<file path="config.mk">
export PLATFORM = sky130hd
export DESIGN_NAME = exception_vector_fetch
export DESIGN_NICKNAME = d
export VERILOG_FILES = /design/src/rtl/exception_vector_fetch.sv
export SDC_FILE = /design/constraint.sdc
export NUM_CORES = 1
export LEC_CHECK = 0
export BUFFER_PORTS_ARGS = -buffer_cell sky130_fd_sc_hd__clkbuf_2
export CORE_ASPECT_RATIO = 0.9
export CORE_MARGIN = 10
export CORE_UTILIZATION = 35
export CTS_CLUSTER_DIAMETER = 40
export DETAILED_ROUTE_END_ITERATION = 6
export GPL_TIMING_DRIVEN = 0
export PLACE_DENSITY = 0.75
export SETUP_SLACK_MARGIN = 0.4
export SYNTH_ARGS = -nofsm -noshare
export SYNTH_HDL_FRONTEND = slang
export SYNTH_SLANG_ARGS = --single-unit
</file>
<file path="constraint.sdc">
create_clock -name clk -period 2.05 [get_ports clk]
set_clock_uncertainty 0.05 [all_clocks]
set_input_delay 0.205 -clock clk [delete_from_list [all_inputs] [get_ports clk]]
set_output_delay 0.205 -clock clk [all_outputs]
set_load 0.05 [all_outputs]
</file>
<file path="src/rtl/exception_vector_fetch.sv">
// exception_vector_fetch: saves EPC, selects the exception vector address, waits for memory, then loads the handler PC.
module exception_vector_fetch #(
  parameter int MEM_WAIT = 2
) (
  input  logic        clk,
  input  logic        reset,
  input  logic        exc_opcode,
  input  logic        exc_overflow,
  input  logic        exc_div0,
  input  logic [31:0] pc_in,
  input  logic [31:0] mem_data,
  output logic [2:0]  mem_addr_sel,
  output logic        epc_write,
  output logic [31:0] epc_out,
  output logic        pc_write,
  output logic [31:0] pc_out,
  output logic [1:0]  cause,
  output logic        busy,
  output logic        done
);
  typedef enum logic [2:0] {S_IDLE, S_SAVE_EPC, S_ADDR, S_WAIT, S_LOAD_PC} state_t;
  state_t      state_q, state_d;
  logic [2:0]  cnt_q, cnt_d;
  logic [2:0]  sel_q, sel_d;
  logic        epc_write_q, epc_write_d;
  logic [31:0] epc_q, epc_d;
  logic        pc_write_q, pc_write_d;
  logic [31:0] pc_q, pc_d;
  logic [1:0]  cause_q, cause_d;
  logic        busy_q, busy_d;
  logic        done_q, done_d;
  logic        unused_mem_hi;
  assign unused_mem_hi = ^mem_data[31:8];
  // cause codes 01/10/11 map directly onto address selects 010/011/100
  always_comb begin
    state_d     = state_q;
    cnt_d       = cnt_q;
    sel_d       = sel_q;
    epc_write_d = 1'b0;
    epc_d       = epc_q;
    pc_write_d  = 1'b0;
    pc_d        = pc_q;
    cause_d     = cause_q;
    busy_d      = busy_q;
    done_d      = 1'b0;
    unique case (state_q)
      S_IDLE: if (exc_opcode || exc_overflow || exc_div0) begin
        state_d     = S_SAVE_EPC;
        cause_d     = exc_opcode ? 2'd1 : exc_overflow ? 2'd2 : 2'd3;
        epc_write_d = 1'b1;
        epc_d       = pc_in - 32'd4;
        busy_d      = 1'b1;
        sel_d       = 3'd0;
      end
      S_SAVE_EPC: begin
        state_d = S_ADDR;
        sel_d   = {1'b0, cause_q} + 3'd1;
      end
      S_ADDR: begin
        state_d = S_WAIT;
        cnt_d   = 3'(MEM_WAIT);
      end
      S_WAIT: if (cnt_q == 3'd1) begin
        state_d    = S_LOAD_PC;
        cnt_d      = 3'd0;
        sel_d      = 3'd0;
        pc_write_d = 1'b1;
        pc_d       = {24'd0, mem_data[7:0]};
        done_d     = 1'b1;
      end else begin
        cnt_d = cnt_q - 3'd1;
      end
      S_LOAD_PC: begin
        state_d = S_IDLE;
        busy_d  = 1'b0;
      end
      default: begin
        state_d = S_IDLE;
        busy_d  = 1'b0;
        sel_d   = 3'd0;
        cnt_d   = 3'd0;
      end
    endcase
  end
  always_ff @(posedge clk or posedge reset) begin
    if (reset) begin
      state_q     <= S_IDLE;
      cnt_q       <= 3'd0;
      sel_q       <= 3'd0;
      epc_write_q <= 1'b0;
      epc_q       <= 32'd0;
      pc_write_q  <= 1'b0;
      pc_q        <= 32'd0;
      cause_q     <= 2'd0;
      busy_q      <= 1'b0;
      done_q      <= 1'b0;
    end else begin
      state_q     <= state_d;
      cnt_q       <= cnt_d;
      sel_q       <= sel_d;
      epc_write_q <= epc_write_d;
      epc_q       <= epc_d;
      pc_write_q  <= pc_write_d;
      pc_q        <= pc_d;
      cause_q     <= cause_d;
      busy_q      <= busy_d;
      done_q      <= done_d;
    end
  end
  assign mem_addr_sel = sel_q;
  assign epc_write    = epc_write_q;
  assign epc_out      = epc_q;
  assign pc_write     = pc_write_q;
  assign pc_out       = pc_q;
  assign cause        = cause_q;
  assign busy         = busy_q;
  assign done         = done_q;
endmodule

</file>
==> summary.md, run 1 <==
| Metric | Value |
|---|---|
| RSZ-0062 raised after global routing | `true` |
| Largest net degree at the start of global routing | `40` |
| Synth Flop Type | `dfrtp_1` |
| Root Buffer | `clkbuf_8` |
| CTS tree | `yes` |
| Max_cap viols | `0` |
| Sequential Power Share | `approximately 31%` |
| Crit start category | `flip-flop` |
| Starting DRC count in detailed routing | `97` |
| N_diodes | `0` |
| Top-area cell type share of the netlist area | `between 40% and 50%` |
| Final Hold Viols | `0` |
| Final core occ | `a little under half` |
| Wire per inst | `between 15 and 20 um` |
| Row cnt | `31` |
| WHS Path Cells | `3` |
| Leakage | `1.825 nW` |
| Initial Util | `35.52%` |
| Die Y | `between 100 and 150 um` |
| Initial antenna violation count | `0` |
| DIE AREA | `around 12,000 um2` |
| CTS Buf Count | `5` |
| Synth cell types | `38` |
| Peak Freq | `611.8 MHz` |
| Power Density | `between 1500 and 2000 nW/um2` |
| Synth Instances | `a little under 300` |
| Post-DR vias/cell | `4.620` |
| Vias | `2,416` |
| Routability cong. | `slightly above 0.8` |
| Overall routing resource usage | `13.04%` |
| Worst min path class | `in -> reg` |
| Final nets | `roughly 500` |
| Clk sinks | `54` |
| Sw Pwr | `between 3 and 4 mW` |
| Yosys reg bits | `54` |
| Post-synthesis cell area | `2824 um2` |
| I/O Pins | `between 100 and 150` |
| Post-DP HPWL | `6.329 mm` |
| Slew Limit Fails | `0` |
| Fillers | `778` |
| Ys async rst share | `between 90% and 100%` |
| Max clock buf depth | `2` |
| Switching part of the total | `a little over half` |
| Setup_tns | `0 ps` |
| Post-synth EDFFs | `0` |
| Fin crit period | `approximately 1600 ps` |
| CP max FO | `10` |
| Count leader, synth | `dfrtp_1` |
| Combinational Power Share | `between 50 and 60%` |
| Drt pass-1 iters | `4` |
| # port buffers | `slightly above 90` |
| Hold Path Origin | `pc_in[1]` |
| First-pass GRT wire length | `about 13 mm` |
| DIE WIDTH | `114.7 um` |
| ANT nets after route | `0` |
| Sequential area share after synthesis | `47.85%` |
| Avg Inst Size Synth | `roughly 9.6 um2` |
| Worst R2R Start | `state_q[0]` |
| Reg2Reg Setup Slack | `approximately 420 ps` |
| Hold endpoint | `epc_out[1]` |
| Worst-Skew Late Latency | `~310 ps` |
| Critical path class | `reg -> reg` |
| Yosys warns | `0` |
| H-tree levels | `2` |
| Total wire length | `slightly below 8 mm` |
| Commonest cells post-synth | `54 x dfrtp_1, 45 x nand2_1, 28 x o21ai_0` |
| Share of layout cells above drive strength 1 | `between 40 and 50%` |
| DR DRC count | `0` |
| Area Overhead vs Synth | `33.14%` |
| Crit path DAT | `about 1800 ps` |
| Vias in the first global route | `around 2,600` |
| Reg-to-reg endpoint | `epc_out[19]` |
| Worst path required time | `between 2000 and 2500 ps` |
| Clock slew at reported path FFs | `about 100 ps` |
| Part of the cycle the worst path needs | `between 70 and 80%` |
| Dominant cells by area after synthesis | `dfrtp_1 48%, buf_4 6.6%, xnor2_1 6.2%, nand2_1 6.0%, o21ai_0 5.0%` |
| Worst R2R Path Depth | `6` |
| Worst Setup End Kind | `flip-flop` |
| Outcome | `complete, no violations` |
| Yosys top cell by area | `dfrtp_1` |
| Setup-failing EPs final | `0` |
| Worst vdd ir | `around 630 uV` |
| Core ar. | `a little under 8000 um2` |
| Int Power | `around 2.7 mW` |
| Clock network power share | `approximately 9.7%` |
| Global route total overflow | `0` |
[layer usage]
metal | up-vias | part of all wire [%] | GRT usage, % | wire length (um)
met1 | 1124 | 41 | 15.02 | 3242
met2 | 73 | 48 | 21.14 | 3810
met5 | - | 0 | 0 | 0
li1 | 1213 | - | - | -
met3 | 6 | 9.6 | 5.782 | 758
met4 | 0 | 1.4 | 4.204 | 110
[cell type report]
| type | count | area [um2] | share of cell area [%] |
|---|---|---|---|
| repair buffers | 101 | 553.0 | 14.71 |
| clock buffers | 5 | 68.82 | 1.830 |
| inverters | 9 | 33.78 | 0.8985 |
| plain buffers | 35 | 284.0 | 7.554 |
| well taps | 99 | 123.9 | 3.295 |
| multi-input cells | 218 | 1335 | 35.51 |
| flip-flops and latches | 54 | 1351 | 35.94 |
| clock inverters | 2 | 10.01 | 0.2662 |
[registers in the layout, summed over array words and instances, names as in the netlist]
register	flops
epc_out	32
pc_out	8
cnt_q	3
mem_addr_sel	3
state_q	3
cause	2
busy	1
done	1
epc_write	1
[critical path: stages (launching register included)]
cell and delay, ps:
dfrtp_1 380, buf_6 120, or4_4 520, buf_6 170
buf_8 140, nand2_1 60, o21ai_0 70
[worst max path at each step]
stage                     startpoint     endpoint  cells past startpoint  slack, ps
after floorplan             cnt_q[1]    pc_out[0]                      5        410
after global placement         reset  epc_out[17]                      2       -200
after detailed placement    cnt_q[1]    pc_out[7]                      5        150
after CTS                   cnt_q[1]    pc_out[7]                      6        400
after global routing      state_q[0]  epc_out[23]                      6        340
final                     state_q[0]  epc_out[19]                      6        420
[layout by cell type, fill, tap and decap left out, types with 2 or more instances in the layout]
cell      Yosys  final
a31oi_1       5      5
a32o_1        2      2
buf_12        0      2
buf_4        25     30
buf_6         0      3
buf_8         0      3
clkbuf_2      0     94
clkbuf_8      0      5
clkinv_2      0      2
conb_1        1     24
dfrtp_1      54     54
ha_1          4      3
inv_1         9      6
inv_2         0      3
mux2_2        8      8
nand2_1      45     44
nand2_2       1      2
nand2b_1      3      2
nand3_1       6      6
nor2_1       20     20
nor2b_1       2      2
nor3_1       15     15
nor3_2        3      2
nor4_1        3      3
nor4_2        5      5
o21ai_0      28     16
o21ai_1       3     14
o21ai_2       3      4
or3_1         2      2
xnor2_1      20     20
xor2_1        4      4
[stage by stage]
stage	area, um2	setup WS (ps)	hold slack (ps)	cells	total power, mW
after detailed placement	3530	147.6	138.9	509	5.172
after CTS	3725	404.9	35.06	523	5.887
final	3760	415.4	38.11	523	5.878
after global routing	3760	339.6	46.17	523	6.264
after floorplan	2920	410.9	258.2	316	4.338
after global placement	3510	-196.8	351.5	508	5.099
[cells by family after synthesis]
family                   share of synthesized area, %
buffers and inverters                           9.437
multiplexers                                    3.190
XOR/XNOR                                        7.443
other                                          0.1328
adder cells (fa/ha/maj)                         1.772
AND/OR/NAND/NOR                                 19.98
AO/OA/AOI/OAI                                   10.19
flip-flops                                      47.85
[power groups by stage]
stage,registers (mW),clock network [mW],logic (mW)
after floorplan,3.42,0,0.918
after global placement,1.83,0,3.27
after detailed placement,1.86,0,3.31
after CTS,1.84,0.599,3.45
after global routing,1.91,0.651,3.70
final,1.84,0.572,3.47
[repair_timing]
action	4_1_cts	5_1_grt
endpoints found under the hold margin	15	0
endpoints found under the setup margin	43	43
hold buffers	1	0
gates cloned	0	0
pin swaps	2	0
resized for setup	16	24
setup buffers	6	0
No activity file was read; power rests on OpenSTA's default activity.
==> inputs of run 2 (changes only) <==
--- a/config.mk
+++ b/config.mk
@@ -12,7 +12,7 @@
 export CTS_CLUSTER_DIAMETER = 40
 export DETAILED_ROUTE_END_ITERATION = 6
 export GPL_TIMING_DRIVEN = 0
-export PLACE_DENSITY = 0.75
+export PLACE_DENSITY = 0.77
 export SETUP_SLACK_MARGIN = 0.4
 export SYNTH_ARGS = -nofsm -noshare
 export SYNTH_HDL_FRONTEND = slang
==> constraint.sdc (replaced) <==
create_clock -name clk -period 1.5 [get_ports clk]
set_clock_uncertainty 0.05 [all_clocks]
set_input_delay 0.15 -clock clk [delete_from_list [all_inputs] [get_ports clk]]
set_output_delay 0.15 -clock clk [all_outputs]
set_load 0.05 [all_outputs]
==> summary.md, run 2 (synthesis results as in run 1) <==
| Metric | Value |
|---|---|
| Crit path from | `state_q[0]` |
| CP max FO | `8 (-2)` |
| Final nets | `545 (+9.7%)` |
| Part of the cycle the worst path needs | `112.0% (+32 points)` |
| # port buffers | `93 (unchanged)` |
| Fin crit period | `1680 ps (+45.56 ps)` |
| Final core occ | `62.30% (+15 points)` |
| Most frequent cells in the layout | `70 x buf_4, 54 x dfrtp_1, 50 x buf_8` |
| Setup-failing EPs final | `42 (+42)` |
| Peak Freq | `595.2 MHz (-2.7%)` |
| Largest net degree at the start of global routing | `55 (+38%)` |
| Clk sinks | `54 (unchanged)` |
| Total wire length | `9.900 mm (+25%)` |
| Core ar. | `7951 um2 (unchanged)` |
| Share of layout cells above drive strength 1 | `56.45% (+16 points)` |
| Global route total overflow | `0 (unchanged)` |
| Initial Util | `35.52% (unchanged)` |
| WHS Path Cells | `2 (-1)` |
| Worst min path class | `in -> reg` |
| Drt pass-1 iters | `4 (unchanged)` |
| Wire per inst | `17.31 um (+14%)` |
| H-tree levels | `2 (unchanged)` |
| DR DRC count | `0 (unchanged)` |
| Post-DR vias/cell | `4.823 (+4.4%)` |
| Worst R2R Path Depth | `6 (unchanged)` |
| Failing checks | `setup timing` |
| Slew Limit Fails | `0 (unchanged)` |
| RSZ-0062 raised after global routing | `true` |
| Post-DP HPWL | `6.463 mm (+2.1%)` |
| Overall routing resource usage | `14.95% (+1.9 points)` |
| Worst R2R Start | `state_q[0]` |
| WHS | `12.12 ps (-25.99 ps)` |
| Worst-Skew Late Latency | `310 ps (about the same)` |
| Worst vdd ir | `760.0 uV (+21%)` |
| DIE AREA | `12,070 um2 (unchanged)` |
| Root Buffer | `clkbuf_8` |
| Max_cap viols | `0 (unchanged)` |
| Max clock buf depth | `2 (unchanged)` |
| Critical path class | `reg -> reg` |
| Row cnt | `31 (unchanged)` |
| N_diodes | `0 (unchanged)` |
| Vias in the first global route | `2,883 (+12%)` |
| Power Density | `2259 nW/um2 (+45%)` |
| Slack of the critical path | `-180.2 ps (-595.6 ps)` |
| Fillers | `635 (-18%)` |
| Crit start category | `flip-flop` |
| Vias | `2,759 (+14%)` |
| Die Y | `105.2 um (unchanged)` |
| Leakage | `2.302 nW (+26%)` |
| Rel. slew slack | `19.82%` |
| First-pass GRT wire length | `14.69 mm (+15%)` |
| Measured slew at the worst slew-check pin | `1200 ps` |
| ANT nets after route | `0 (unchanged)` |
| Initial antenna violation count | `0 (unchanged)` |
| Clock slew at reported path FFs | `100 ps (about the same)` |
| Routability cong. | `0.8156 (about the same)` |
| Hold Path Origin | `mem_data[4]` |
| Worst path required time | `1660 ps (-530 ps)` |
| Outcome | `complete, but fails checks` |
| DIE WIDTH | `114.7 um (unchanged)` |
| CTS tree | `yes` |
| Worst Setup End Kind | `flip-flop` |
| Area Overhead vs Synth | `75.41%` |
| Crit path DAT | `1840 ps (+70 ps)` |
| CTS Buf Count | `5 (unchanged)` |
| Starting DRC count in detailed routing | `88 (-9.3%)` |
| I/O Pins | `142 (unchanged)` |
| Final Hold Viols | `0 (unchanged)` |
| Max reg flops | `32 (unchanged)` |
| Commonest non-fill, non-tap cell in the layout | `buf_4` |
run 2: metrics by stage:
step / setup WS (ps) / area (um2) / instances / power, mW / setup TNS [ps]
floorplan: -47.80 / 3010 / 316 / 6.109 / -1390
global placement: -337.9 / 3600 / 508 / 7.155 / -6345
detailed placement: -364.6 / 3600 / 508 / 7.285 / -7817
CTS: -172.6 / 4511 / 548 / 9.955 / -5111
global route: -227.7 / 4954 / 572 / 11.73 / -6995
finish: -180.2 / 4954 / 572 / 11.19 / -4939
run 2: final cells by class:
class	count	area, um2	share of cell area, %
plain buffers	35	316.6	6.391
clock buffers	6	82.58	1.667
clock inverters	2	12.51	0.2526
inverters	9	40.04	0.8083
multi-input cells	218	1544	31.17
flip-flops and latches	54	1351	27.28
well taps	99	123.9	2.501
repair buffers	149	1483	29.93
run 2: metal layers:
metal	up-vias	track usage, %	part of all wire (%)
met2	94	25.30	51
met1	1336	17.02	39
met4	0	5.277	2.8
met3	20	5.159	7.2
met5	-	0	0
li1	1309	-	-
run 2: critical path, stage by stage, from the launching register on:
cell and delay (ps):
dfrtp_1 390, buf_6 120, or4_4 560, buf_12 190, clkbuf_16 160, nand2_2 70
o21ai_2 50
run 2: report_power, final:
part	switching [mW]	leakage, nW	internal, mW	total (mW)
Sequential	0.653	0.653	2.14	2.79
Combinational	4.06	1.60	3.44	7.50
Clock	0.524	0.0472	0.373	0.897
Total	5.24	2.30	5.95	11.2
run 2: what timing repair did:
action	in CTS	in global routing
hold endpoints to repair	2	0
pin swaps	21	15
cloned	1	3
resized for setup	133	91
setup endpoints to repair	100	103
setup buffers	29	21
hold buffers	2	0
run 2: worst paths after layout:
path,slack (ps),endpoint
worst max-delay path,-180,epc_out[2]
worst min-delay path,10,pc_out[4]
max in group asynchronous,710,epc_out[6]
worst max register to register,-180,epc_out[2]
min in group asynchronous,50,epc_out[3]
worst min register to register,490,epc_out[23]
==> inputs of run 3 (changes only) <==
--- a/config.mk
+++ b/config.mk
@@ -7,12 +7,11 @@
 export LEC_CHECK = 0
 export BUFFER_PORTS_ARGS = -buffer_cell sky130_fd_sc_hd__clkbuf_2
 export CORE_ASPECT_RATIO = 0.9
-export CORE_MARGIN = 10
 export CORE_UTILIZATION = 35
 export CTS_CLUSTER_DIAMETER = 40
 export DETAILED_ROUTE_END_ITERATION = 6
 export GPL_TIMING_DRIVEN = 0
-export PLACE_DENSITY = 0.77
+export PLACE_DENSITY = 0.75
 export SETUP_SLACK_MARGIN = 0.4
 export SYNTH_ARGS = -nofsm -noshare
 export SYNTH_HDL_FRONTEND = slang
==> constraint.sdc (replaced) <==
create_clock -name clk -period 1.9 [get_ports clk]
set_clock_uncertainty 0.05 [all_clocks]
set_input_delay 0.19 -clock clk [delete_from_list [all_inputs] [get_ports clk]]
set_output_delay 0.19 -clock clk [all_outputs]
set_load 0.05 [all_outputs]
==> summary.md, run 3 (synthesis results as in run 1) <==
| Metric | Value |
|---|---|
| CP max FO | `10 (+2)` |
| Area of the multi-input gates | `1370 um2 (-11%)` |
| M1 WL | `3.192 mm (-18%)` |
| Final nets | `500 (-8.3%)` |
| Share of layout cells above drive strength 1 | `42.29% (-14 points)` |
| Clock slew at reported path FFs | `110 ps (about the same)` |
| Leakage | `1.875 nW (-19%)` |
| Worst Setup End Kind | `flip-flop` |
| DR DRC count | `0 (unchanged)` |
| Part of the cycle the worst path needs | `86.15% (-26 points)` |
| Area Overhead vs Synth | `37.22%` |
| Clock network power share | `10.2% (+2.2 points)` |
| Final Hold Viols | `0 (unchanged)` |
| Worst-Skew Late Latency | `310 ps (about the same)` |
| Largest net degree at the start of global routing | `55 (unchanged)` |
| I/O Pins | `142 (unchanged)` |
| Power Density | `1669 nW/um2 (-26%)` |
| Outcome | `complete, no violations` |
| Worst vdd ir | `803.9 uV (+5.8%)` |
| Wire length on met3 | `464 um (-35%)` |
| Most frequent cells in the layout | `95 x clkbuf_2, 54 x dfrtp_1, 41 x nand2_1` |
| Crit path DAT | `1780 ps (-60 ps)` |
| Die Y | `87.22 um (-17%)` |
| Global route total overflow | `0 (unchanged)` |
| Vias in the first global route | `2,317 (-20%)` |
| Post-DR vias/cell | `4.754 (-1.4%)` |
| Row cnt | `30 (-3.2%)` |
| First-pass GRT wire length | `11.15 mm (-24%)` |
| H-tree levels | `2 (unchanged)` |
| Sw Pwr | `3.475 mW (-34%)` |
| Seq. cell area | `1351 um2 (unchanged)` |
| Post-DP Area | `3573 um2 (-0.73%)` |
| Reg2Reg Setup Slack | `260 ps (+440 ps)` |
| Root Buffer | `clkbuf_8` |
| Rel. slew slack | `65.94% (+46 points)` |
| Setup_tns | `0 ps (+4939 ps)` |
| Crit start category | `flip-flop` |
| Non-Filler Cell Area, Final | `3875 um2 (-22%)` |
| Combinational Power Share | `58.7% (-8.3 points)` |
| Initial antenna violation count | `0 (unchanged)` |
| Sequential Power Share | `31.0% (+6.0 points)` |
| DIE WIDTH | `96.69 um (-16%)` |
| Max_cap viols | `0 (unchanged)` |
| Slew Limit Fails | `0 (unchanged)` |
| Clk sinks | `54 (unchanged)` |
| Max reg flops | `32 (unchanged)` |
| Critical path class | `reg -> reg` |
| Commonest non-fill, non-tap cell in the layout | `clkbuf_2` |
| Drt pass-1 iters | `4 (unchanged)` |
| Measured slew at the worst slew-check pin | `506.6 ps (-693.5 ps)` |
| CTS tree | `yes` |
| ANT nets after route | `0 (unchanged)` |
| Core ar. | `7695 um2 (-3.2%)` |
| N_diodes | `0 (unchanged)` |
| Routability cong. | `0.8035 (-1.5%)` |
| Worst min path class | `in -> reg` |
| Switching part of the total | `53.73% (+6.9 points)` |
| Fillers | `740 (+17%)` |
| RSZ-0062 raised after global routing | `true` |
| Wire per inst | `13.63 um (-21%)` |
| DIE AREA | `8432 um2 (-30%)` |
| Initial Util | `36.70% (+1.2 points)` |
| Peak Freq | `610.9 MHz (+2.6%)` |
| Overall routing resource usage | `16.55% (+1.6 points)` |
| # port buffers | `93 (unchanged)` |
| WHS | `25.69 ps (+13.57 ps)` |
| Highest Signal Layer | `met4` |
| Post-DP HPWL | `5.310 mm (-18%)` |
| Starting DRC count in detailed routing | `45 (-49%)` |
| Vias | `2,491 (-9.7%)` |
| CTS Buf Count | `5 (unchanged)` |
| Setup-failing EPs final | `0 (-100%)` |
| Total wire length | `7.140 mm (-28%)` |
| Worst path required time | `2040 ps (+380 ps)` |
| Fin crit period | `1637 ps (-43.36 ps)` |
| Met2 wire length | `3.432 mm (-32%)` |
| Int Power | `2.993 mW (-50%)` |
| Max clock buf depth | `2 (unchanged)` |
==> run 3: cell types whose count changed in the layout (fill, tap and decap cells not counted), sizes merged <==
| cell | before | now |
|---|---|---|
| clkbuf | 59 | 104 |
| buf | 129 | 40 |
| clkinv | 1 | 2 |
| clkinvlp | 2 | 1 |
| dlygate4sd3 | 2 | 1 |
==> run 3: metrics by stage <==
stage               utilization (%)  setup WS [ps]  instances  power, mW
global route                  50.36          182.1        524      6.812
finish                        50.36          263.2        524      6.467
global placement              46.44         -31.36        505      5.566
floorplan                         -          349.7        316      4.797
detailed placement            46.44         -32.82        505      5.643
CTS                           49.32          263.3        521      6.446
==> run 3: power by group through the flow <==
stage	logic (mW)	clock network, mW	registers, mW
floorplan	1.09	0	3.70
global placement	3.56	0	2.00
detailed placement	3.61	0	2.03
CTS	3.75	0.682	2.02
global route	4.02	0.717	2.08
finish	3.80	0.661	2.01
==> run 3: timing repair <==
action,CTS,global route
pin swaps,3,1
endpoints found under the hold margin,0,13
buffers inserted,7,0
gates cloned,1,1
resized for setup,17,10
hold buffers,0,1
endpoints found under the setup margin,46,49
==> run 3: final timing paths <==
| kind | startpoint | end | depth (start not counted) |
|---|---|---|---|
| hold reg to reg | epc_out[1] | epc_out[1] | 2 |
| hold / removal | pc_in[1] | epc_out[1] | 3 |
| setup reg to reg | state_q[0] | epc_out[18] | 6 |
| setup / recovery | state_q[0] | epc_out[18] | 6 |
| max in group asynchronous | reset | epc_out[18] | 4 |
| min in group asynchronous | reset | pc_out[5] | 3 |
==> run 3: layout make-up <==
| class | count | area share, % |
|---|---|---|
| inverter | 9 | 0.9687 |
| sequential | 54 | 34.87 |
| timing repair buffer | 104 | 15.56 |
| buffer | 35 | 7.911 |
| clock inverter | 2 | 0.3552 |
| tap | 96 | 3.100 |
| multi-input combinational | 218 | 35.36 |
| clock buffer | 6 | 1.873 |
==> run 3: worst max-delay path: stages, from the launching register on <==
cell	delay, ps
dfrtp_1	390
buf_6	120
or4_4	520
buf_8	180
buf_6	140
nand2_1	70
o21ai_1	50
==> run 3: per-layer routing <==
layer | track usage [%] | vias up
li1 | - | 1222
met1 | 21.92 | 1172
met2 | 27.59 | 90
met3 | 3.531 | 7
met4 | 4.613 | 0
met5 | 0 | -
